### config.mk
export PLATFORM = sky130hd
export DESIGN_NAME = pc_sequencer
export DESIGN_NICKNAME = d
export VERILOG_FILES = /design/src/rtl/pc_sequencer.sv
export SDC_FILE = /design/constraint.sdc
export NUM_CORES = 1
export LEC_CHECK = 0
export ABC_AREA = 0
export CAP_MARGIN = 25
export CORE_MARGIN = 2
export CORE_UTILIZATION = 36
export CTS_CLUSTER_SIZE = 14
export DETAILED_ROUTE_END_ITERATION = 6
export PLACE_DENSITY = 0.82
export RECOVER_POWER = 50
export SKIP_LAST_GASP = 1
export SLEW_MARGIN = 10
export SYNTH_ARGS = -nofsm -noshare
export SYNTH_HDL_FRONTEND = slang
export SYNTH_SLANG_ARGS = --single-unit
export TNS_END_PERCENT = 5
### constraint.sdc
create_clock -name clk_i -period 2.3 [get_ports clk_i]
set_input_delay 0.46 -clock clk_i [delete_from_list [all_inputs] [get_ports clk_i]]
set_output_delay 0.46 -clock clk_i [all_outputs]
set_load 0.005 [all_outputs]
### src/rtl/pc_sequencer.sv
// rtl/pc_sequencer.sv - PC, status and retirement controller for the single-cycle Y86-64 core
//
// Purpose: holds the architectural PC, selects the next PC from fetch/execute/memory
// results, tracks the Y86 status (AOK/HLT/ADR/INS), gates commits with run, single-step
// and stall controls, and keeps saturating cycle and retire counters.
//
// Ports:
//   clk_i, rst_i        clock and synchronous active-high reset
//   run_i, step_i       free-run enable and single-step request (rising edge only)
//   stall_i             hold all architectural state this cycle
//   icode_i             instruction code from fetch
//   instr_valid_i       fetch reports a legal icode
//   imem_error_i        fetch PC out of instruction memory range
//   dmem_error_i        data memory address error for the current instruction
//   cnd_i               branch condition from execute
//   valc_i, valp_i      constant word and fall-through PC from fetch
//   valm_i              data memory read value (return address for RET)
//   pc_o                current PC, drives fetch
//   stat_o              1=AOK, 2=HLT, 3=ADR, 4=INS
//   retire_o            one-cycle pulse the cycle after an instruction retires
//   retire_pc_o         PC of the instruction flagged by retire_o
//   cycle_cnt_o         cycles spent in AOK (saturating)
//   retire_cnt_o        instructions retired (saturating)

module pc_sequencer #(
  parameter logic [63:0] RESET_PC = 64'd0,
  parameter int          CNT_W    = 32
) (
  input  logic             clk_i,
  input  logic             rst_i,
  input  logic             run_i,
  input  logic             step_i,
  input  logic             stall_i,
  input  logic [3:0]       icode_i,
  input  logic             instr_valid_i,
  input  logic             imem_error_i,
  input  logic             dmem_error_i,
  input  logic             cnd_i,
  input  logic [63:0]      valc_i,
  input  logic [63:0]      valp_i,
  input  logic [63:0]      valm_i,
  output logic [63:0]      pc_o,
  output logic [2:0]       stat_o,
  output logic             retire_o,
  output logic [63:0]      retire_pc_o,
  output logic [CNT_W-1:0] cycle_cnt_o,
  output logic [CNT_W-1:0] retire_cnt_o
);

  typedef enum logic [2:0] {
    ST_AOK = 3'd1,
    ST_HLT = 3'd2,
    ST_ADR = 3'd3,
    ST_INS = 3'd4
  } stat_e;

  localparam logic [CNT_W-1:0] CNT_ONE = {{(CNT_W-1){1'b0}}, 1'b1};
  localparam logic [CNT_W-1:0] CNT_MAX = {CNT_W{1'b1}};

  stat_e            stat_q, stat_d;
  logic [63:0]      pc_q, pc_d;
  logic             step_q;
  logic             retire_q, retire_d;
  logic [63:0]      retire_pc_q, retire_pc_d;
  logic [CNT_W-1:0] cycle_cnt_q, cycle_cnt_d;
  logic [CNT_W-1:0] retire_cnt_q, retire_cnt_d;

  logic step_rise;
  logic advance;
  logic retire_now;
  logic dmem_user;

  assign step_rise = step_i & ~step_q;
  // run and a step edge in the same cycle still commit only once.
  assign advance   = (stat_q == ST_AOK) & ~stall_i & (run_i | step_rise);

  // Only loads, stores, push/pop and call/ret touch data memory.
  always_comb begin
    dmem_user = 1'b0;
    case (icode_i)
      4'h4, 4'h5, 4'h8, 4'h9, 4'hA, 4'hB: dmem_user = 1'b1;
      default:                           dmem_user = 1'b0;
    endcase
  end

  always_comb begin
    stat_d       = stat_q;
    pc_d         = pc_q;
    retire_now   = 1'b0;
    cycle_cnt_d  = cycle_cnt_q;
    retire_cnt_d = retire_cnt_q;
    retire_d     = 1'b0;
    retire_pc_d  = retire_pc_q;

    case (stat_q)
      ST_AOK: begin
        // Counted even for the cycle that halts or faults.
        if (cycle_cnt_q != CNT_MAX) begin
          cycle_cnt_d = cycle_cnt_q + CNT_ONE;
        end
        if (advance) begin
          if (imem_error_i) begin
            stat_d = ST_ADR;
          end else if (!instr_valid_i) begin
            stat_d = ST_INS;
          end else if (icode_i == 4'h0) begin
            stat_d     = ST_HLT;
            retire_now = 1'b1;
          end else if (dmem_error_i && dmem_user) begin
            stat_d = ST_ADR;
          end else begin
            retire_now = 1'b1;
            case (icode_i)
              4'h7:    pc_d = cnd_i ? valc_i : valp_i;
              4'h8:    pc_d = valc_i;
              4'h9:    pc_d = valm_i;
              default: pc_d = valp_i;
            endcase
          end
        end
      end
      default: begin
        // Terminal states are sticky until reset; everything holds.
      end
    endcase

    if (retire_now) begin
      retire_d    = 1'b1;
      retire_pc_d = pc_q;
      if (retire_cnt_q != CNT_MAX) begin
        retire_cnt_d = retire_cnt_q + CNT_ONE;
      end
    end
  end

  always_ff @(posedge clk_i) begin
    if (rst_i) begin
      stat_q       <= ST_AOK;
      pc_q         <= RESET_PC;
      step_q       <= 1'b0;
      retire_q     <= 1'b0;
      retire_pc_q  <= 64'd0;
      cycle_cnt_q  <= '0;
      retire_cnt_q <= '0;
    end else begin
      stat_q       <= stat_d;
      pc_q         <= pc_d;
      // Tracked even while stalled, so an edge seen only during a stall is lost.
      step_q       <= step_i;
      retire_q     <= retire_d;
      retire_pc_q  <= retire_pc_d;
      cycle_cnt_q  <= cycle_cnt_d;
      retire_cnt_q <= retire_cnt_d;
    end
  end

  assign pc_o         = pc_q;
  assign stat_o       = stat_q;
  assign retire_o     = retire_q;
  assign retire_pc_o  = retire_pc_q;
  assign cycle_cnt_o  = cycle_cnt_q;
  assign retire_cnt_o = retire_cnt_q;

endmodule

Yosys cells after proc, flatten, opt, wreduce, memory -nomap -nowiden
Cells that the tools add are included.

operators by class
  reduce and logical (&&, ||, !) cells = 7
  add/sub/neg operators = 2
  equal/unequal tests = 11
  muxes and demuxes = 14
  bitwise gates (word level) = 9

operators by type and width
  kind                                                    count
  case mux 64 bit (3 select lines)                        1
  adder 32 x 1 -> 32 bit (second input constant)          2
  two-way mux 64 bit                                      1
  inequality test 32 bit (second input constant)          2
  == test 4 bit (second input constant)                   4
  == test 4 x 3 -> 1 bit (second input constant)          3
  two-way mux 3 bit                                       4
  two-way mux 1 bit                                       8
  AND reduction 6 bit                                     1
  OR reduction 6 bit                                      1
  inverter 1 bit                                          5
  zero test 4 bit                                         1
  inequality test 4 x 1 -> 1 bit (second input constant)  1
  AND reduction 2 bit                                     2
  AND 1 bit                                               3
  == test 3 x 1 -> 1 bit (second input constant)          1
  AND reduction 3 bit                                     1
  logical AND 1 bit                                       1
  OR 1 bit                                                1

storage, ports and cells
  bits in registers = 197
  output and inout port bits = 196
  logic and storage cells = 50

Depth between registers and ports, before layout
Gate-level depths: netlist of run 1.

  depth in word-level cells = 11
  gate-level depth with buffers = 8
  depth with buffers taken out = 6

Worst setup path before layout of run 1
No wires, ideal clock.

  path kind = reg2reg
  from = register retire_cnt_q[6] (netlist: retire_cnt_o[6])
  to = register retire_cnt_q[21] (netlist: retire_cnt_o[21])
  setup time = 0.121 ns
  cell stages (with the launch flop) = 6
  path slack = 0.251 ns
  data arrival time = 1.928 ns
  cell sequence = dfxtp_1 nand4_2 nor4_2 nand2_2 a2111oi_2 mux2_2

on the way
  longest elaborated chain between the ends = 2
  elaborated cells between the ends (all ways) = 3
  classes of those cells = 1 x add/sub; 1 x eq/ne; 1 x reduce/logical

ends and longest elaborated chain
  item                                                            line  source
  start: declaration                                              66    logic [CNT_W-1:0] retire_cnt_q, retire_cnt_d;
  start signal: assignment                                        153   retire_cnt_q <= retire_cnt_d;
  branches (longest 2 deep; another with adder 32 x 1 -> 32 bit)  -

Several ways; the timed one is not identified.
A chain may end at the register's enable or synchronous reset.

Worst setup path after layout of run 1
  from = register retire_cnt_q[19] (netlist: retire_cnt_o[19])
  to = register retire_cnt_q[28] (netlist: retire_cnt_o[28])

The elaborated chain is that of the path after synthesis.

==> impl_metrics.tcl, run 1 <==
set metrics [dict create \
    status "finished, violations left" \
    violations "design-rule violations" \
    route.met3.wl_um 2370 \
    routed-via-count 9791 \
    antenna_found_initial 2 \
    cts_buffer_depth 2 \
    maxCapViolations 0 \
    fp-row-count 57 \
    cts_tree "done" \
    synth_area_um2 8730 \
    p_leak_nw 5.28 \
    yosys.area.top_type "dfxtp_1" \
    wl_per_cell_um 18.4 \
    reg2reg_from "retire_cnt_o[19]" \
    skew_ps 14.0 \
    yosys_warnings 0 \
    grt_pass1_wl_um 51300 \
    crit_path_start "retire_cnt_o[19]" \
    placed_area_um2 13600 \
    synthCells 1024 \
    endpoint_kind "flip-flop" \
    cp-endpoint "retire_cnt_o[28]" \
    grtUsageTotal_pct 25.0 \
    hpwl_um 24400 \
    setup_viol 0 \
    ys_types 59 \
    synthTopCellsByCount "dfxtp_1 (197), nand2_1 (148), nor2_1 (106), a21oi_1 (100), a211oi_1 (70)" \
    worst-path-max-fanout 6 \
    cts-htree-levels 4 \
    die_w_um 160 \
    max_freq_mhz 457 \
    antenna_left 0 \
    topRoutingLayerUsed "met4" \
    ys_ff_latch 197 \
    clock_latency_ps 430 \
    io_buffers 400 \
    ff2ff_setup_slack_ps 110 \
    finalCritPeriodShare_pct 95.1 \
    drt_pass1_iterations 7 \
    worst_ep_required_time_ps 2610 \
    avgSynthCellArea_um2 8.53 \
    drt_iter0_drc 839 \
    core-area_um2 24000 \
    relSlewSlack_pct 59.2 \
    crit_chain "and4_1 -> and3_1 -> nand4_1 -> nor4b_1 -> mux2_2" \
    grt_pass1_vias 9389 \
    tightestPinTransition_ps 597 \
    stdcell_area_um2 14200 \
    initial_utilization_pct 36.3 \
    syn-num-nets 1231 \
    clkTransAtPathRegs_ps 80 \
    ys_seq_area_share_pct 45.2 \
    synthArstFlopShare_pct 0 \
    areaGrowthSynthToFinish_pct 62.2 \
    grt_max_degree 67 \
    min_period_ps 2190 \
    start_kind "flip-flop" \
    hold_viol 0 \
    critical_path_class "flip-flop to flip-flop" \
    die_y_um 160 \
    synth.most_common_cell "dfxtp_1" \
    crit_arrival_ps 2500 \
    post_cts.repair.setup_buffers 0 \
    min-delay-start "retire_pc_o[63]" \
    cp_slowest_cell "dfxtp_1" \
    root_buffer "clkbuf_16" \
    power_mw 7.54 \
    fin_nets 1646 \
    cts-buffers-inserted 17 \
    wl_met2_um 15800 \
    synth_edf_count 0 \
    holdCritPathClass "flip-flop to flip-flop" \
    wl_met1_um 13500 \
    wirelength_um 32800 \
    drv_slew 0 \
    gp_congestion 0.862 \
    grt_remaining_overflow 0 \
    drive_above_1_share_pct 9.85 \
    yosys.area.top_type_share_pct 45.2 \
    ys.flop_type "dfxtp_1" \
    max_stage_delay_ps 430 \
    fillers 2127 \
    via_per_inst 5.51 \
    ir_drop_uv 438 \
    io_pins 401 \
    rsz0062_at_grt "true" \
    clock-sinks 197 \
    timing.rr.end "retire_cnt_o[28]" \
    powerDensity_nw_per_um2 532 \
    r2r_cells 5 \
    die_area_um2 25500 \
    synthTopCellsByArea "dfxtp_1 (45%), a222oi_1 (7.3%), nand2_1 (6.4%)" \
    drc_errors 38 \
]
stage by stage:
stage	hold WS, ps	setup TNS [ps]	utilization, %	setup slack [ps]	cells
floorplan	448	0	-	251	1024
global placement	438	-17130	56.5	-256	1744
detailed placement	444	-24060	56.5	-255	1744
CTS	447	0	59.0	141	1776
global route	467	-3.59	58.9	-3.59	1778
finish	448	0	58.9	112	1778
power breakdown:
group / switching (mW) / total, mW / internal, mW
clock network: 1.50 / 3.02 / 1.52
logic: 0.401 / 0.986 / 0.585
registers: 0.0568 / 3.53 / 3.47
total: 1.95 / 7.54 / 5.58
kinds of logic after synthesis:
group           after synthesis  synth area share, %
flops                       197                 45.2
xor+xnor                     18                 1.80
mux                          10                 1.29
compound gates              299                 25.0
simple gates                399                 21.9
fa+ha+maj                     2                0.286
buf+inv                      99                 4.58
worst min path at each step:
| stage | slack, ps | cells after the start | end |
|---|---|---|---|
| after floorplan | 450 | 2 | retire_pc_o[0] |
| after global routing | 470 | 2 | retire_pc_o[63] |
| after global placement | 440 | 2 | retire_pc_o[45] |
| after detailed placement | 440 | 2 | retire_pc_o[16] |
| after CTS | 450 | 2 | cycle_cnt_o[28] |
| final | 450 | 2 | retire_pc_o[63] |
what timing repair did:
item | CTS | global route
hold buffers | 0 | 0
endpoints found under the setup margin | 0 | 3
gates resized for setup | 0 | 1
critical path, delay by kind of cell (launching register included):
| family | cells | cell delay, ps |
|---|---|---|
| multiplexers | 1 | 370 |
| flip-flops | 1 | 430 |
| AND/OR/NAND/NOR | 4 | 1280 |
routing by layer:
layer,track usage [%],vias up
li1,-,4675
met1,31.2,4631
met2,42.3,423
met3,5.45,62
met4,9.21,0
met5,0,-
layout by cell type (no fill, tap or decap), drive strengths merged, types with 3 or more instances in the layout:
master	netlist	layout
or4	15	15
clkinv	0	4
and2	5	5
o21ai	18	18
buf	18	79
a211oi	70	70
nand3	24	24
nor3	8	8
dfxtp	197	197
xnor2	18	18
a31oi	6	6
nand2	150	150
a2111oi	7	7
nor4	10	10
a222oi	64	64
and3	8	8
nand4	23	23
clkbuf	69	24
or3	13	13
mux2	10	10
and4	10	10
inv	12	20
nor2b	14	14
nand3b	3	3
clkdlybuf4s50	0	217
nand4b	3	3
a21oi	100	100
o31ai	14	14
nor2	107	107
dlygate4sd3	0	182
state kept, by name, indices dropped and copies added, names as in the netlist:
| register | cells |
|---|---|
| pc_o | 64 |
| retire_pc_o | 64 |
| cycle_cnt_o | 32 |
| retire_cnt_o | 32 |
| stat_o | 3 |
| retire_o | 1 |
| step_q | 1 |
area by class of cell:
cell class | count | area, um2 | area share (%)
Clock buffer | 19 | 453 | 3.20
Clock inverter | 13 | 150 | 1.06
Tap cell | 324 | 405 | 2.86
Antenna cell | 2 | 5.00 | 0.0353
Multi-Input combinational cell | 728 | 4430 | 31.3
Timing Repair Buffer | 483 | 4730 | 33.4
Sequential cell | 197 | 3940 | 27.8
Inverter | 12 | 45.0 | 0.318
(Power assumes the default switching activity.)
==> run 2, diff against run 1 <==
- CORE_MARGIN: 2 -> 5
==> impl_metrics.tcl, run 2 (same netlist as run 1, synthesis figures left out) <==
set metrics [dict create \
    status "finished, violations left" \
    violations "design-rule violations" \
    cts_tree "done" \
    initial_utilization_pct 36.2 \
    instances_no_fill 1779 \
    min_period_ps 2210 \
    start_kind "flip-flop" \
    drive_above_1_share_pct 9.79 \
    wl_met2_um 17400 \
    die_y_um 166 \
    worst-path-max-fanout 9 \
    p_leak_nw 5.32 \
    gp_congestion 0.889 \
    finalCritPeriodShare_pct 96.0 \
    drt_iter0_drc 1054 \
    endpoint_kind "flip-flop" \
    via_per_inst 5.61 \
    tightestPinTransition_ps 602 \
    die_area_um2 27500 \
    cts-buffers-inserted 17 \
    clock-sinks 197 \
    max_freq_mhz 453 \
    hold_buffers 0 \
    core-area_um2 24100 \
    clkTransAtPathRegs_ps 80 \
    mostFrequentLayoutCell "clkdlybuf4s50_1" \
    routed-via-count 9986 \
    route.met3.wl_um 2810 \
    cts-htree-levels 4 \
    wirelength_um 35000 \
    rsz0062_at_grt "false" \
    fin_nets 1644 \
    powerDensity_nw_per_um2 533 \
    setup_slack_ps 92.9 \
    hpwl_um 25900 \
    grt_pass1_vias 9742 \
    wl_per_cell_um 19.7 \
    ir_drop_uv 529 \
    antenna_left 0 \
    antenna_found_initial 4 \
    critical_path_class "flip-flop to flip-flop" \
    dpl.cell_count 1742 \
    cts_resized 0 \
    cts_buffer_depth 2 \
    root_buffer "clkbuf_16" \
    hold_depth 2 \
    worst_ep_required_time_ps 2600 \
    areaGrowthSynthToFinish_pct 63.4 \
    clock_latency_ps 440 \
    place_ws_ps -360 \
    die_w_um 166 \
    io_buffers 400 \
    post_cts.repair.setup_buffers 0 \
    drv_slew 0 \
    crit_arrival_ps 2510 \
    wl_met1_um 13900 \
    topRoutingLayerUsed "met4" \
    io_pins 401 \
    relSlewSlack_pct 59.7 \
    grt_pass1_wl_um 54500 \
    holdCritPathClass "flip-flop to flip-flop" \
    final_cell_mix "clkdlybuf4s50_1 (218), dfxtp_1 (197), dlygate4sd3_1 (181)" \
    fillers 2095 \
    grt_remaining_overflow 0 \
    r2r_cells 5 \
    fp-row-count 57 \
    grt_max_degree 79 \
    maxCapViolations 0 \
    grtUsageTotal_pct 24.0 \
    setup_viol 0 \
    skew_ps 16.8 \
    drt_pass1_iterations 7 \
    hold_viol 0 \
    drc_errors 4 \
]
-- run 2: cell types whose count changed in the layout (fill, tap and decap cells not counted), sizes merged --
| cell | before | now |
|---|---|---|
| inv | 20 | 18 |
| clkinv | 4 | 8 |
| diode | 2 | 5 |
| clkdlybuf4s50 | 217 | 218 |
| dlygate4sd3 | 182 | 181 |
| clkbuf | 24 | 20 |
-- run 2: per-stage QoR --
stage	cell area, um2	hold WS [ps]	util, %	total power, mW	setup TNS [ps]
4_1_cts	14300	449	59.2	7.69	0
6_report	14300	446	59.2	7.60	0
3_5_place_dp	13700	442	56.7	4.64	-26800
2_1_floorplan	8730	448	-	3.94	0
5_1_grt	14300	464	59.2	7.89	0
3_3_place_gp	13700	437	56.7	4.62	-19350
-- run 2: area by class of cell --
class	count	area (um2)	area share [%]
flip-flops and latches	197	3940	27.6
clock buffers	17	425	2.98
clock inverters	15	181	1.27
repair buffers	481	4840	33.9
well taps	324	405	2.84
multi-input cells	728	4420	31.0
diodes	5	12.5	0.0876
inverters	12	45.0	0.316
-- run 2: final timing paths --
kind | startpoint | slack [ps] | to
worst min-delay path | retire_pc_o[3] | 450 | retire_pc_o[3]
worst max register to register | cycle_cnt_o[15] | 90 | cycle_cnt_o[29]
worst max-delay path | cycle_cnt_o[15] | 90 | cycle_cnt_o[29]
worst min register to register | retire_pc_o[3] | 450 | retire_pc_o[3]
-- run 2: metal layers --
metal  up-vias  global-route usage, %
li1       4686                      -
met4         0                   7.86
met1      4772                   29.2
met2       479                   41.2
met3        49                   6.67
met5         -                      0
-- run 2: power by group --
part | internal, mW | switching [mW] | leakage (nW)
logic | 0.600 | 0.409 | 3.44
registers | 3.47 | 0.0595 | 1.59
clock network | 1.48 | 1.58 | 0.292
total | 5.55 | 2.05 | 5.32
-- run 2: worst max-delay path, cell delays in order, from the launching register on --
cell,delay [ps]
dfxtp_1,470
nand4_1,190
or4_1,730
a2111oi_2,470
xnor2_1,170
nor2_1,50
==> run 3, diff against run 2 <==
- ABC_AREA: 0 -> 1
- PLACE_DENSITY: 0.82 -> 0.78
==> impl_metrics.tcl, run 3 <==
set metrics [dict create \
    rsz0062_at_grt "false" \
    via_per_inst 4.89 \
    drt_pass1_iterations 5 \
    root_buffer "clkbuf_16" \
    syn-num-nets 2033 \
    holdCritPathClass "primary input to flip-flop" \
    antenna_found_initial 6 \
    drt_iter0_drc 888 \
    io_pins 401 \
    synth_edf_count 0 \
    areaGrowthSynthToFinish_pct 45.8 \
    synthTopCellsByArea "dfxtp_1 (35%), nand2_1 (23%), nand3_1 (11%)" \
    final_cell_mix "nand2_1 (671), clkdlybuf4s50_1 (281), nor2_1 (252)" \
    setup_viol 0 \
    clock_latency_ps 440 \
    min_period_ps 2090 \
    tightestPinTransition_ps 1380 \
    worst_ep_required_time_ps 2560 \
    finalCritPeriodShare_pct 91.0 \
    ir_drop_uv 503 \
    fp-row-count 64 \
    io_buffers 400 \
    crit_top_cell "inv_1" \
    ys_types 33 \
    worst-path-max-fanout 42 \
    fin_nets 2400 \
    antenna_left 0 \
    wl_per_cell_um 16.2 \
    endpoint_kind "flip-flop" \
    combinationalPowerShare_pct 16.0 \
    max_stage_delay_ps 510 \
    crit_arrival_ps 2350 \
    wirelength_um 42400 \
    yosys.area.top_type_share_pct 35.3 \
    ys_seq_area_share_pct 35.3 \
    drv_slew 0 \
    skew_ps 14.5 \
    grt_pass1_wl_um 65200 \
    yosys.area.top_type "dfxtp_1" \
    mostFrequentLayoutCell "nand2_1" \
    critical_path_class "primary input to flip-flop" \
    clkTransAtPathRegs_ps 70 \
    fillers 2977 \
    cts_tree "done" \
    avgSynthCellArea_um2 6.12 \
    grt_pass1_vias 12100 \
    core-area_um2 30600 \
    die_area_um2 34600 \
    gp_congestion 0.936 \
    hold_buffers 0 \
    status "finished, final reports clean" \
    synthArstFlopShare_pct 0 \
    p_clk_share_pct 38.1 \
    synthTopCellsByCount "nand2_1 (671), nor2_1 (252), nand3_1 (246), dfxtp_1 (197), inv_1 (136)" \
    drive_above_1_share_pct 7.12 \
    ys_ff_latch 197 \
    initial_utilization_pct 36.5 \
    p_leak_nw 7.00 \
    synthCells 1826 \
    hpwl_um 32400 \
    max_freq_mhz 478 \
    grt_max_degree 65 \
    cts_buffer_depth 2 \
    die_w_um 186 \
    start_kind "primary input" \
    netSwitchingPower_mw 2.20 \
    cp_slowest_cell "clkdlybuf4s50_1" \
    p_int_mw 5.53 \
    cts-htree-levels 4 \
    relSlewSlack_pct 7.80 \
    grt_remaining_overflow 0 \
    routed-via-count 12800 \
    maxCapViolations 0 \
    seqPwrFrac_pct 45.9 \
    cts-buffers-inserted 17 \
    final_util_pct 53.2 \
    swShare_pct 28.4 \
    fin_worst_hold_slack_ps 402 \
    powerDensity_nw_per_um2 475 \
    hold_viol 0 \
    yosys_warnings 0 \
    post_cts.repair.setup_buffers 0 \
    path_buf_inv 4 \
    cts_resized 0 \
    drc_errors 0 \
    synth_area_um2 11200 \
    ys.flop_type "dfxtp_1" \
    clock-sinks 197 \
    crit_family "buffers and inverters" \
    grtUsageTotal_pct 23.5 \
    die_y_um 186 \
    crit_chain "clkdlybuf4s50_1 -> inv_1 -> o21bai_1 -> inv_1 -> nor2_1 -> nand3_4 -> buf_4 -> nand2_1 -> a21oi_1" \
    synth.most_common_cell "nand2_1" \
]
## run 3: cells by family (layout without fill, tap and decap cells)
kind of cell	count (synthesis)	in the layout	synth area share [%]
AOI/OAI and AO/OA	134	134	6.80
xor gates and xnor gates	25	25	1.96
adders and majority gates	2	2	0.224
buffers and inverters	241	621	9.47
DFF	197	197	35.3
other	0	5	0
and+or+nand+nor	1227	1227	46.2
## run 3: metrics by stage
stage | worst slack [ps] | total power [mW] | area [um2] | TNS [ps] | cells
6_report | 207 | 7.73 | 16300 | 0 | 2607
5_1_grt | 67.3 | 8.07 | 16300 | 0 | 2607
4_1_cts | 245 | 7.84 | 16300 | 0 | 2602
3_5_place_dp | -12.9 | 4.89 | 15700 | -12.9 | 2570
3_3_place_gp | 27.3 | 4.88 | 15700 | 0 | 2570
2_1_floorplan | 541 | 4.17 | 11200 | 0 | 1826
## run 3: worst paths after layout
check / start / endpoint / slack, ps / cells after the start
setup / recovery: step_i / retire_pc_o[23] / 210 / 9
setup reg to reg: retire_cnt_o[1] / retire_cnt_o[11] / 260 / 10
hold reg to reg: retire_pc_o[2] / retire_pc_o[2] / 460 / 2
hold / removal: rst_i / stat_o[0] / 400 / 3
## run 3: power groups by stage
| stage | clock network [mW] | registers (mW) | logic [mW] |
|---|---|---|---|
| floorplan | 0 | 3.62 | 0.552 |
| global placement | 0 | 3.63 | 1.25 |
| detailed placement | 0 | 3.63 | 1.26 |
| CTS | 3.02 | 3.55 | 1.26 |
| global route | 3.17 | 3.56 | 1.35 |
| finish | 2.94 | 3.55 | 1.24 |
## run 3: final cells by class
class | count | area (um2) | share of cell area (%)
inverters | 141 | 532 | 3.27
well taps | 396 | 495 | 3.04
clock buffers | 18 | 429 | 2.64
flip-flops and latches | 197 | 3940 | 24.2
diodes | 5 | 12.5 | 0.0769
multi-input cells | 1388 | 6190 | 38.0
repair buffers | 448 | 4530 | 27.8
clock inverters | 14 | 141 | 0.868
## run 3: worst register-to-register path, cell delays in order, from the launching register on
cell and delay [ps]:
dfxtp_1 420, ha_1 340, inv_1 120, nor2_4 200, nand2_4 100, nor2_4 150, nand3_4 110, nand2_4 130
buf_12 160, nand2_1 70, a21oi_1 150
## run 3: per-layer routing
metal / GRT usage (%) / vias up / share of wire, % / wire [um]
met1: 30.5 / 5705 / 42 / 17600
met4: 9.09 / 2 / 3.8 / 1620
met2: 38.6 / 523 / 47 / 19900
met3: 4.76 / 88 / 7.6 / 3230
met5: 0 / - / 0.021 / 9
li1: - / 6440 / - / -
